===== src/rtl/gpio_pkg.sv =====
`default_nettype none
// ============================================================================
// Module      : gpio_pkg
// Description : Shared GPIO constants: pin width, interrupt encodings, priming
// Revision    : 1.0 - initial release
// ============================================================================
`ifndef GPIO_DATA_WIDTH
`define GPIO_DATA_WIDTH 16
`endif

package gpio_pkg;

  localparam int GPIO_DATA_WIDTH = `GPIO_DATA_WIDTH;

  typedef enum logic {
    INT_TYPE_EDGE  = 1'b0,
    INT_TYPE_LEVEL = 1'b1
  } int_type_e;

  // Same bit means rising/falling in edge mode and low/high in level mode.
  typedef enum logic {
    INT_POL_RISE_LOW  = 1'b0,
    INT_POL_FALL_HIGH = 1'b1
  } int_pol_e;

  localparam logic [1:0] PRIMED_DELAY = 2'd3;

endpackage

`default_nettype wire


===== src/rtl/gpio_sync2.sv =====
`default_nettype none
// ============================================================================
// Module      : gpio_sync2
// Description : Parameterized-width two-flop synchronizer, async high reset
// Revision    : 1.0 - initial release
// ============================================================================
module gpio_sync2 #(
  parameter int WIDTH = 1
) (
  input  logic             clk_i,
  input  logic             rst_i,
  input  logic [WIDTH-1:0] d_i,
  output logic [WIDTH-1:0] q_o
);

  logic [WIDTH-1:0] meta_q;
  logic [WIDTH-1:0] sync_q;

  always_ff @(posedge clk_i or posedge rst_i) begin
    if (rst_i) begin
      meta_q <= '0;
      sync_q <= '0;
    end else begin
      meta_q <= d_i;
      sync_q <= meta_q;
    end
  end

  assign q_o = sync_q;

endmodule

`default_nettype wire


===== src/rtl/gpio_in_capture.sv =====
`default_nettype none
// ============================================================================
// Module      : gpio_in_capture
// Description : GPIO input synchronizer with per-pin edge/level interrupts
// Revision    : 1.0 - initial release
// ============================================================================
module gpio_in_capture
  import gpio_pkg::*;
#(
  parameter int DATA_WIDTH = GPIO_DATA_WIDTH
) (
  input  logic                  pclk,
  input  logic                  p_reset,
  input  logic [DATA_WIDTH-1:0] gpio_pin_in,
  input  logic [DATA_WIDTH-1:0] n_gpio_pin_oe,
  input  logic [DATA_WIDTH-1:0] int_en,
  input  logic [DATA_WIDTH-1:0] int_type,
  input  logic [DATA_WIDTH-1:0] int_pol,
  input  logic [DATA_WIDTH-1:0] int_both,
  input  logic [DATA_WIDTH-1:0] int_clr,
  output logic [DATA_WIDTH-1:0] pin_value,
  output logic [DATA_WIDTH-1:0] int_status,
  output logic                  irq
);

  logic [DATA_WIDTH-1:0] prev_q;
  logic [DATA_WIDTH-1:0] status_q;
  logic [DATA_WIDTH-1:0] status_d;
  logic [DATA_WIDTH-1:0] rise;
  logic [DATA_WIDTH-1:0] fall;
  logic [DATA_WIDTH-1:0] evt;
  logic [DATA_WIDTH-1:0] set_cond;
  logic [1:0]            prime_cnt_q;
  logic [1:0]            prime_cnt_d;
  logic                  primed;

  gpio_sync2 #(
    .WIDTH (DATA_WIDTH)
  ) u_sync (
    .clk_i (pclk),
    .rst_i (p_reset),
    .d_i   (gpio_pin_in),
    .q_o   (pin_value)
  );

  assign rise = pin_value & ~prev_q;
  assign fall = ~pin_value & prev_q;

  for (genvar i = 0; i < DATA_WIDTH; i++) begin : g_bit
    logic edge_evt;
    logic level_evt;
    assign edge_evt  = (rise[i] & (int_pol[i] == INT_POL_RISE_LOW))
                     | (fall[i] & (int_pol[i] == INT_POL_FALL_HIGH))
                     | ((rise[i] | fall[i]) & int_both[i]);
    assign level_evt = (pin_value[i] == int_pol[i]);
    assign evt[i]    = (int_type[i] == INT_TYPE_LEVEL) ? level_evt : edge_evt;
  end

  // Until both sync stages and prev hold post-reset samples, events are bogus.
  assign primed   = (prime_cnt_q == PRIMED_DELAY);
  assign set_cond = evt & int_en & n_gpio_pin_oe & {DATA_WIDTH{primed}};

  always_comb begin
    prime_cnt_d = primed ? prime_cnt_q : prime_cnt_q + 2'd1;
    status_d    = set_cond | (status_q & ~int_clr);
  end

  always_ff @(posedge pclk or posedge p_reset) begin
    if (p_reset) begin
      prev_q      <= '0;
      status_q    <= '0;
      prime_cnt_q <= '0;
    end else begin
      prev_q      <= pin_value;
      status_q    <= status_d;
      prime_cnt_q <= prime_cnt_d;
    end
  end

  assign int_status = status_q;
  assign irq        = |status_q;

endmodule

`default_nettype wire


===== config.mk =====
export PLATFORM = sky130hd
export DESIGN_NAME = gpio_in_capture
export DESIGN_NICKNAME = d
export VERILOG_FILES = /design/src/rtl/gpio_pkg.sv /design/src/rtl/gpio_sync2.sv /design/src/rtl/gpio_in_capture.sv
export SDC_FILE = /design/constraint.sdc
export NUM_CORES = 1
export LEC_CHECK = 0
export CORE_MARGIN = 3
export CORE_UTILIZATION = 41
export CTS_CLUSTER_SIZE = 12
export DETAILED_ROUTE_END_ITERATION = 12
export PLACE_DENSITY_LB_ADDON = 0.2
export SLEW_MARGIN = 20
export SYNTH_ARGS = -nofsm -noshare
export SYNTH_HDL_FRONTEND = slang
export SYNTH_SLANG_ARGS = --single-unit

===== constraint.sdc =====
create_clock -name pclk -period 2.1 [get_ports pclk]
set_input_delay 0.21 -clock pclk [delete_from_list [all_inputs] [get_ports pclk]]
set_output_delay 0.21 -clock pclk [all_outputs]
set_load 0.01 [all_outputs]

==> run metrics <==
Final Slew Violations=0; maximum vdd drop=0.307 mV; gpl congestion=0.775; first-pass GRT wire length=11600 um; Die Height=93.1 um; commonest non-fill, non-tap cell in the layout=clkdlybuf4s50_1; Core Region=7290 um2; CP peak stage delay=0.40 ns; register area share after synthesis=53.1%; vias in the first global route=2564; initial DRC count=37; Critical Path AT=1.47 ns; Leak=2.22 nW; starting density of the core=42.7%; Avg Cell Area, Syn=11.6 um2; worst min-delay path category=in2async; Avg WL per Cell=13.4 um; fin crit share=80.0%; fmax=595 MHz; r2r endpoint=int_status[9]; die footprint=8670 um2; Synth Flop Type=dfrtp_1; Max Clock Skew=0.00677 ns; antenna cell count=0; synthesized area=3110 um2; DP Area=4700 um2; Slew @ Worst Pin=0.470 ns; final instance area=4870 um2; worst setup path end=irq; CP max-delay cell=dfrtp_1; crit path buf inv count=2; drt drc=0; Worst R2R Path Depth=5; Post-CTS Resized=0; initial antenna violation count=0; power density cells=589 nW/um2; clk buf depth=2; Nets=574; Critical Path RT=1.89 ns; headroom to the max-slew limit=67.8%; Final setup viols=0; crit path kind=reg2out; Netlist cell types=15; commonest cells after routing, fill and taps aside=145 x clkdlybuf4s50_1, 66 x dfrtp_1, 48 x inv_1; RSZ-0062 raised after global routing=no; status=finished clean; I/O pin count=147; Post-synth EDFFs=0; DRT Pass-1 Iters=4; Post CTS Setup Buffer Count=0; Setup TNS=0 ns; Total Routing Usage GR=17.2%; Reg2Reg Setup Slack=0.59 ns; dpl hpwl=5680 um; Worst Setup End Kind=output pin; Critical Path Fanout Max=3; Layout area overhead=56.6%; TritonCTS buffer count=9; Ys Warns=0; r2r startpoint=prime_cnt_q[0]; crit-path cells=nor4_1 -> buf_4 -> nand4_1 -> dlymetal6s2s_1; Top delay family on crit path=flip-flops; WL final=7110 um; IO Port Bufs=146; fraction of layout cells with a size suffix above 1=4.40%; root buffer cell=clkbuf_8; Final Hold Violating Endpoints=0; Setup crit start=int_status[11]; TritonCTS Sinks=66; post-synthesis net count=416; pin count of the biggest net entering global routing=67; CTS tree=yes; Max Cap Viol=0; # rows=31; Post-CTS Hold Fix Bufs=0; Vias/cell=4.69; WP depth=4; Syn Inst Count=269; Die Width=93.1 um; htree depth=3; Vias=2488; total gr overflow=0; fin crit period=1.68 ns; CP Launch Type=flop; clk_lat worst skew=0.32 ns; number of synthesized register bits=66; Worst-path clk slew=0.07 ns; async set or reset register ratio after synthesis=100%; post-route ant nets=0
-- area by class of cell --
type	count	area, um2
inverter	49	184
clock buffer	13	149
tap	99	124
multi-input combinational	152	1250
fill	617	2420
timing repair buffer	149	1500
sequential	66	1650
clock inverter	3	15.0
-- tightest hold or removal path, cell delays in order --
cell and delay (ns):
clkdlybuf4s50_1 0.41, inv_2 0.07, buf_12 0.30
-- kinds of logic after synthesis --
kind of cell	after synthesis	synth area share, %
buffers and inverters	51	6.92
XOR/XNOR	17	4.78
flip-flops	66	53.1
multiplexers	1	0.362
AO/OA/AOI/OAI	48	11.6
adder cells (fa/ha/maj)	33	13.3
AND/OR/NAND/NOR	53	10.0
-- registers in the layout, indices dropped and copies added, names as in the netlist --
signal and cells:
u_sync.q_o 16, u_sync.meta_q 16, prev_q 16, int_status 16, prime_cnt_q 2
-- routing by layer --
layer	vias to the layer above	GRT usage (%)	wire, um
li1	1230	-	-
met1	1142	19.9	2900
met3	12	5.55	654
met5	-	0	0
met2	104	29.2	3410
met4	0	7.33	143
-- where the power goes --
part	switching, mW	internal (mW)
clock	0.435	0.456
sequential	0.0604	1.35
combinational	0.199	0.370
total	0.695	2.18
-- metrics by stage --
step	total power [mW]	setup slack [ns]	utilization (%)	hold WS, ns	cells
floorplan	1.62	0.235	-	0.241	269
global placement	1.99	0.412	64.5	0.332	515
detailed placement	2.01	0.392	64.5	0.335	515
CTS	2.92	0.0253	66.7	0.279	531
global route	3.03	0.310	66.8	0.298	531
finish	2.87	0.420	66.8	0.281	531
-- worst min-delay path by stage --
stage | depth (start not counted) | to
3_3_place_gp | 0 | u_sync.q_o[3]
3_5_place_dp | 0 | u_sync.q_o[14]
4_1_cts | 3 | int_status[3]
6_report | 3 | int_status[15]
5_1_grt | 3 | int_status[1]
2_1_floorplan | 0 | u_sync.meta_q[0]
-- Yosys cell counts (4+ instances only) --
library cell  instances  share of area [%]
dfrtp_1              66                 53
inv_1                49                5.9
ha_1                 33                 13
nor2b_1              32                6.4
a2111oi_0            16                4.5
a21o_1               16                3.9
nand3_1              16                2.6
o22ai_1              16                3.2
xor2_1               16                4.5
nor4_1                4               0.80
No activity file was read; power rests on OpenSTA's default activity.
